--- config.mk ---
export PLATFORM = sky130hd
export DESIGN_NAME = if_fetch
export DESIGN_NICKNAME = d
export VERILOG_FILES = /design/src/rtl/if_fetch.sv
export SDC_FILE = /design/constraint.sdc
export NUM_CORES = 1
export LEC_CHECK = 0
export BUFFER_PORTS_ARGS = -buffer_cell sky130_fd_sc_hd__buf_4
export CAP_MARGIN = 5
export CORE_AREA = 3 3 123 125
export DETAILED_ROUTE_END_ITERATION = 16
export DIE_AREA = 0 0 126 128
export GPL_ROUTABILITY_DRIVEN = 1
export HOLD_SLACK_MARGIN = 0.03
export MAX_ROUTING_LAYER = met4
export PLACE_DENSITY = 0.79
export RECOVER_POWER = 50
export SETUP_SLACK_MARGIN = 0.15
export SYNTH_ARGS = -nofsm -noshare
export SYNTH_HDL_FRONTEND = slang
export SYNTH_SLANG_ARGS = --single-unit
export TNS_END_PERCENT = 100
--- constraint.sdc ---
create_clock -name clk -period 6.7 [get_ports clk]
set_clock_uncertainty 0.05 [all_clocks]
set_input_delay 1.34 -clock clk [delete_from_list [all_inputs] [get_ports clk]]
set_output_delay 1.34 -clock clk [all_outputs]
set_load 0.1 [all_outputs]
--- src/rtl/if_fetch.sv ---
// if_fetch: MIPS instruction-fetch stage; owns the fetch PC, issues imem word requests, drives IF/ID.
// Latency: an ack in cycle t loads IF/ID at the edge ending t; zero-wait memory sustains one instruction per cycle.
// Backpressure: IF_STALL holds IF/ID (an acked word parks in hbuf); redirects squash in-flight fetches via DROP.
// Optional build macro IF_PERF_CNT_EN adds o_fetch_cnt / o_squash_cnt.
module if_fetch #(
  parameter logic [31:0] RESET_PC = 32'h0000_3000
) (
  input  logic        clk,
  input  logic        rst,
  input  logic        IF_STALL,
  input  logic [29:0] i_JPC,
  input  logic        i_jpcAvail,
  output logic        o_imem_req,
  output logic [29:0] o_imem_addr,
  input  logic        i_imem_ack,
  input  logic [31:0] i_imem_rdata,
  output logic [61:0] o_ID_DATA,
  output logic        o_ID_valid
`ifdef IF_PERF_CNT_EN
  ,
  output logic [31:0] o_fetch_cnt,
  output logic [31:0] o_squash_cnt
`endif
);

  typedef enum logic [1:0] {
    S_IDLE  = 2'd0,
    S_FETCH = 2'd1,
    S_HOLD  = 2'd2,
    S_DROP  = 2'd3
  } state_t;

  state_t      r_state;
  state_t      w_state_nxt;
  logic [29:0] r_fa;
  logic [29:0] w_fa_nxt;
  logic [29:0] r_tgt;
  logic [29:0] w_tgt_nxt;
  logic [31:0] r_hbuf;
  logic [31:0] w_hbuf_nxt;
  logic [61:0] r_id_data;
  logic [61:0] w_id_data_nxt;
  logic        r_id_valid;
  logic        w_id_valid_nxt;
  logic        w_req;
  logic        w_redir;
  logic [29:0] w_fa_p1;
  logic        w_fetch_inc;
  logic        w_squash_inc;

  // A redirect is only honoured when decode is not stalled; fa+1 wraps modulo 2^30.
  assign w_redir = i_jpcAvail & ~IF_STALL;
  assign w_fa_p1 = r_fa + 30'd1;

  assign o_imem_req  = w_req;
  assign o_imem_addr = r_fa;
  assign o_ID_DATA   = r_id_data;
  assign o_ID_valid  = r_id_valid;

  // Next-state, request and IF/ID load decisions for every state/ack/stall/redirect combination.
  always_comb begin
    w_state_nxt    = r_state;
    w_fa_nxt       = r_fa;
    w_tgt_nxt      = r_tgt;
    w_hbuf_nxt     = r_hbuf;
    w_id_data_nxt  = r_id_data;
    w_id_valid_nxt = r_id_valid;
    w_req          = 1'b0;
    w_fetch_inc    = 1'b0;
    w_squash_inc   = 1'b0;
    case (r_state)
      S_IDLE: w_state_nxt = S_FETCH;
      S_FETCH: begin
        w_req = 1'b1;
        if (i_imem_ack) begin
          if (IF_STALL) begin
            // Park the word; fa still names it so the release can form PCP1.
            w_hbuf_nxt  = i_imem_rdata;
            w_state_nxt = S_HOLD;
          end else if (w_redir) begin
            w_id_data_nxt  = 62'd0;
            w_id_valid_nxt = 1'b0;
            w_fa_nxt       = i_JPC;
            w_squash_inc   = 1'b1;
          end else begin
            w_id_data_nxt  = {w_fa_p1, i_imem_rdata};
            w_id_valid_nxt = 1'b1;
            w_fa_nxt       = w_fa_p1;
            w_fetch_inc    = 1'b1;
          end
        end else if (!IF_STALL) begin
          w_id_data_nxt  = 62'd0;
          w_id_valid_nxt = 1'b0;
          if (w_redir) begin
            // Address must stay put until ack, so remember the target and drain.
            w_tgt_nxt   = i_JPC;
            w_state_nxt = S_DROP;
          end
        end
      end
      S_HOLD: begin
        if (!IF_STALL) begin
          w_state_nxt = S_FETCH;
          if (w_redir) begin
            w_id_data_nxt  = 62'd0;
            w_id_valid_nxt = 1'b0;
            w_fa_nxt       = i_JPC;
            w_squash_inc   = 1'b1;
          end else begin
            w_id_data_nxt  = {w_fa_p1, r_hbuf};
            w_id_valid_nxt = 1'b1;
            w_fa_nxt       = w_fa_p1;
            w_fetch_inc    = 1'b1;
          end
        end
      end
      S_DROP: begin
        w_req = 1'b1;
        if (!IF_STALL) begin
          w_id_data_nxt  = 62'd0;
          w_id_valid_nxt = 1'b0;
          if (w_redir) w_tgt_nxt = i_JPC;
        end
        if (i_imem_ack) begin
          w_fa_nxt     = w_redir ? i_JPC : r_tgt;
          w_state_nxt  = S_FETCH;
          w_squash_inc = 1'b1;
        end
      end
      default: w_state_nxt = S_IDLE;
    endcase
  end

  // State and datapath registers; reset abandons any outstanding request.
  always_ff @(posedge clk or posedge rst) begin
    if (rst) begin
      r_state    <= S_IDLE;
      r_fa       <= RESET_PC[31:2];
      r_tgt      <= 30'd0;
      r_hbuf     <= 32'd0;
      r_id_data  <= 62'd0;
      r_id_valid <= 1'b0;
    end else begin
      r_state    <= w_state_nxt;
      r_fa       <= w_fa_nxt;
      r_tgt      <= w_tgt_nxt;
      r_hbuf     <= w_hbuf_nxt;
      r_id_data  <= w_id_data_nxt;
      r_id_valid <= w_id_valid_nxt;
    end
  end

`ifdef IF_PERF_CNT_EN
  logic [31:0] r_fetch_cnt;
  logic [31:0] r_squash_cnt;

  assign o_fetch_cnt  = r_fetch_cnt;
  assign o_squash_cnt = r_squash_cnt;

  // Free-running wrap-around counters of valid IF/ID loads and discarded acked words.
  always_ff @(posedge clk or posedge rst) begin
    if (rst) begin
      r_fetch_cnt  <= 32'd0;
      r_squash_cnt <= 32'd0;
    end else begin
      if (w_fetch_inc)  r_fetch_cnt  <= r_fetch_cnt + 32'd1;
      if (w_squash_inc) r_squash_cnt <= r_squash_cnt + 32'd1;
    end
  end
`else
  logic w_unused_cnt;
  assign w_unused_cnt = w_fetch_inc ^ w_squash_inc;
`endif

endmodule

-- Word-level counts from Yosys, hierarchy flattened
Cells that the tools add are included.
- output and inout bits: 94
- memory bits (read-only): 0
- bits of input ports: 67
- word-level logic and storage cells: 58
- memories kept: 0
- register bits after elaboration: 157
- RAM bits: 0
- latch bits: 0
- order comparisons: 0
- multipliers: 0
- reduce and logical (&&, ||, !) cells: 9
- shifts and indexed selects: 0
- bitwise operators: 2
- divide/modulo/power cells: 0
- equality and inequality tests: 11
- add/subtract/negate cells: 1
- mux-type cells: 29
- operators by type and width (operator ; count):
    2-to-1 mux 62 bit ; 6
    2-to-1 mux 30 bit ; 7
    one-hot mux 62 bit (3 select lines) ; 1
    one-hot mux 30 bit (3 select lines) ; 1
    one-hot mux 30 bit (2 select lines) ; 1
    adder 30 x 1 -> 30 bit (second input constant) ; 1
    2-to-1 mux 2 bit ; 6
    != test 3 bit (second input constant) ; 4
    AND reduction 3 bit ; 3
    != test 2 bit (second input constant) ; 4
    one-hot mux 2 bit (4 select lines) ; 1
    2-to-1 mux 1 bit ; 5
    AND reduction 5 bit ; 1
    equality test 2 bit (second input constant) ; 2
    one-hot mux 1 bit (3 select lines) ; 1
    nonzero test 3 bit ; 1
    equality test 2 x 1 -> 1 bit (second input constant) ; 1
    zero test 2 bit ; 1
    AND reduction 2 bit ; 1
    nonzero test 2 bit ; 1
    OR reduction 2 bit ; 1
    AND 1 bit ; 1
    NOT 1 bit ; 1

-- Depth between registers and ports, before layout
- word-level depth: 6
- gate-level depth with buffers: 7
- mapped depth without buffers: 5

-- Worst setup path before layout
Ideal clock, no wire load.
- kind: reg-to-output
- from: reg r_state[0]
- to: out o_imem_req
- path buffers: 3
- cell stages (with the launch flop): 4
- data arrival time: 1665 ps
- slack: 3645 ps
- data required time: 5310 ps
- cell sequence: dfrtp_1 > clkbuf_1 > clkbuf_1 > clkbuf_1
- word-level cells in the longest chain between the ends: 3
- elaborated cells on any way between the ends: 4
- those cells by class: eq/ne: 2; mux: 1; reduce/logical: 1
- RTL lines (what ; line ; source):
    start: declaration ; 33 ; state_t r_state;
    start signal: assignment ; 144 ; r_state <= w_state_nxt;
    equality test 2 bit / equality test 2 x 1 -> 1 bit (equally long branches) ; 71 ; case (r_state)
    OR reduction 2 bit (no line) (*) ; -- ;
    2-to-1 mux 1 bit (*) ; 71 ;
    end: declaration ; 13 ; output logic o_imem_req,
Mark *: on every way between the ends. The rest lies on a longest branch, timed or not.

-- Worst setup path after layout
- from: in i_imem_ack
- to: reg r_hbuf[3]
- word-level cells in the longest chain between the ends: 1
- RTL lines (what ; line ; source):
    start: declaration ; 15 ; input logic i_imem_ack,
    AND reduction 3 bit (no line) ; -- ;
    end signal: assignment ; 147 ; r_hbuf <= w_hbuf_nxt;
    end: declaration ; 39 ; logic [31:0] r_hbuf;
Every way passes these cells.
A chain may end at the register's enable or synchronous reset.

==> results.yml <==
run_status:
  status: "finished with violations"
  violations: "max-capacitance violations, max-slew violations"
timing:
  fin_tns_setup_ps: 0
  holdWs_ps: 424.8
  slew_viol_final: 156
  rsz0062_at_grt: "no"
  fin_crit_ps: 4255
  setup_viol: 0
  tightestPinTransition_ps: 3698
  hold_viol_final: 0
  max-slew-margin-rel_pct: -147.9
  finalCritPeriodShare_pct: 63.50
  fmax_ghz: 0.2350
yosys:
  synth-main-ff-cell: "dfrtp_1"
  synth-xor-area-share_pct: 1.367
  synthMuxAreaShare_pct: 10.38
  netlist_area_um2: 7690
  syn-num-nets: 807
  synth-edff-count: 0
  synth_cells: 739
  synth-compound-area-share_pct: 16.97
  synth-simple-area-share_pct: 16.48
  synth.avg_cell_area_um2: 10.41
  synth_top_family_by_area: "compound AO/OA/AOI/OAI gates"
  synth_seq_cells: 157
  synthTopCellsByArea: "dfrtp_1 (50%), mux2_2 (9.1%), nand2_1 (4.4%)"
  synth_warnings: 0
  synth_top_area_share_pct: 50.44
  ys_seq_area_share_pct: 51.12
  synth_top_cell_by_area: "dfrtp_1"
  async_flop_share_pct: 100.0
  synth_fa_ha_area_share_pct: 0.1627
  synth_cell_types: 63
drt:
  wl_mm: 21.68
  drt_pre_antenna_iters: 5
  wl_per_cell_um: 20.42
  drcViolationCount: 0
  dr.first_iter.drc_count: 856
  viasPerCell: 6.416
  ant_nets: 0
  vias: 6814
finish:
  final_common_cell: "dfrtp_1"
  drive_gt1_share_pct: 23.81
  num-nets-final: 937
  antenna_cells: 0
  area_delta_synth_final_pct: 21.87
  final_cell_mix: "dfrtp_1 (155), buf_4 (97), nand2_1 (91)"
  fin_util_pct: 66.99
placed_design:
  port_buffers: 160
  place.gp.congestion: 0.8981
  place_hpwl_mm: 14.62
global_route:
  overflow: 0
  grt_pass1_wl_mm: 34.74
  antenna_found_initial: 0
  grt_max_degree: 87
  grt_use_total_pct: 27.87
  grt_pass1_vias: 6759
pwr:
  power_density_nw_per_um2: 497.9
  clkPwrFrac_pct: 23.0
  p_int_w: 0.002366
  comb_power_share_pct: 44.3
  swShare_pct: 49.29
  leakage_nw: 3.955
  ir_worst_vdd_v: 0.0002530
  p_switching_w: 0.002300
  p_seq_share_pct: 32.7
worst_setup_path:
  worstPathMaxFanout: 35
  endpoint_kind: "flop"
  reg2reg_slack_ps: 3030
  worstPathRequired_ps: 6950
  start_kind: "input port"
  setup.worst_path.class: "input port to flop"
  arrival_ps: 4510
clock_network:
  cts_max_path_buffers: 2
  post_cts_buffers: 0
  path_clk_slew_ps: 60
  cts_tree: "yes"
  htreeDepth: 4
  cts_root_buf: "clkbuf_16"
  cts_made_buffers: 17
  clk_latency_ps: 420
  cts_resized: 0
  hold_buffers: 0
  cts_sinks: 157
job:
  max_cap_viol_count: 3
floorplanning:
  initial_core_util_pct: 54.97
  die_area_um2: 16130
  die_h_um: 128
  ioPinCount: 161
  core_um2: 13990
  rows: 43
  die_w_um: 126
hold_path:
  worstHoldPathType: "flop to flop"
==> power by group through the flow <==
stage               clock [W]  combinational (W)  sequential [W]
floorplan                   0           0.000589         0.00255
global placement            0            0.00210         0.00150
detailed placement          0            0.00213         0.00153
CTS                   0.00109            0.00214         0.00151
global route          0.00113            0.00216         0.00156
finish                0.00107            0.00207         0.00153
==> area by class of cell <==
class | count | area (um^2)
well taps | 180 | 225.2
fillers | 1160 | 4617
clock inverters | 9 | 182.7
flip-flops and latches | 157 | 3931
inverters | 8 | 31.28
repair buffers | 171 | 1010
clock buffers | 23 | 478.0
multi-input cells | 514 | 3513
==> metrics by stage <==
stage,power [W],std cells,cell area (um^2),setup WS [ps]
final,0.004666,1062,9371,2445
after detailed placement,0.003660,1030,8989,3026
after floorplan,0.003140,739,7690,1078
after CTS,0.004744,1062,9649,3482
after global routing,0.004849,1062,9371,1831
after global placement,0.003602,1030,8989,3096
==> worst max-delay path, cell delays in order <==
cell      delay [ps]
clkbuf_1         250
nor2b_1          200
clkbuf_1        1230
nand3_1          160
clkbuf_1         750
mux2_2           560
==> sequential cells by signal (all words and copies together), names as in the netlist <==
signal	flops
o_ID_DATA	62
o_ID_valid	1
o_imem_addr	30
r_hbuf	32
r_state	2
r_tgt	30
==> path summary, 6_finish.rpt <==
kind                                      startpoint  cells past startpoint                   endpoint
setup reg to reg              r_state[1]$_DFFE_PP0P_                      5      r_hbuf[3]$_DFFE_PP0P_
hold reg to reg            o_ID_DATA[41]$_DFFE_PP0P_                      2  o_ID_DATA[41]$_DFFE_PP0P_
max in group asynchronous                        rst                      3  o_ID_DATA[48]$_DFFE_PP0P_
setup / recovery                          i_imem_ack                      6      r_hbuf[3]$_DFFE_PP0P_
hold / removal             o_ID_DATA[41]$_DFFE_PP0P_                      2  o_ID_DATA[41]$_DFFE_PP0P_
min in group asynchronous                        rst                      2   o_ID_DATA[3]$_DFFE_PP0P_
==> synth_stat cells (all sizes together) (3+ instances only) <==
| cell | count |
|---|---|
| and2 | 9 |
| nor4 | 4 |
| a31oi | 4 |
| o22ai | 5 |
| o2bb2ai | 6 |
| a21oi | 9 |
| clkbuf | 48 |
| inv | 8 |
| nor2b | 3 |
| nand3 | 24 |
| dfrtp | 155 |
| nor2 | 15 |
| nand2 | 91 |
| o311ai | 8 |
| and3b | 8 |
| or3 | 6 |
| or2 | 3 |
| a21o | 3 |
| mux2 | 62 |
| o31ai | 3 |
| nand3b | 5 |
| buf | 12 |
| o21ai | 64 |
| mux2i | 10 |
| or4 | 10 |
| xnor2 | 11 |
| a22oi | 33 |
| a211oi | 7 |
| nand4 | 22 |
| nor3 | 19 |
| and3 | 12 |
| a221o | 3 |
| a31o | 5 |
| a222oi | 6 |
| and4 | 3 |
| o211ai | 20 |
==> cell families (layout without fill, tap and decap cells) <==
kind of cell             count (synthesis)  count (layout)
AND/OR/NAND/NOR                        239             239
AO/OA/AOI/OAI                          190             190
flip-flops                             157             157
multiplexers                            72              72
buffers and inverters                   68             211
XOR/XNOR                                12              12
adder cells (fa/ha/maj)                  1               1
==> layer usage <==
layer  global-route usage, %  part of all wire, %
met5                       -                    0
met4                   10.79                  2.5
met3                   6.583                  9.6
met2                   43.38                   48
met1                   35.72                   40
Power figures use the tool's default switching activity.
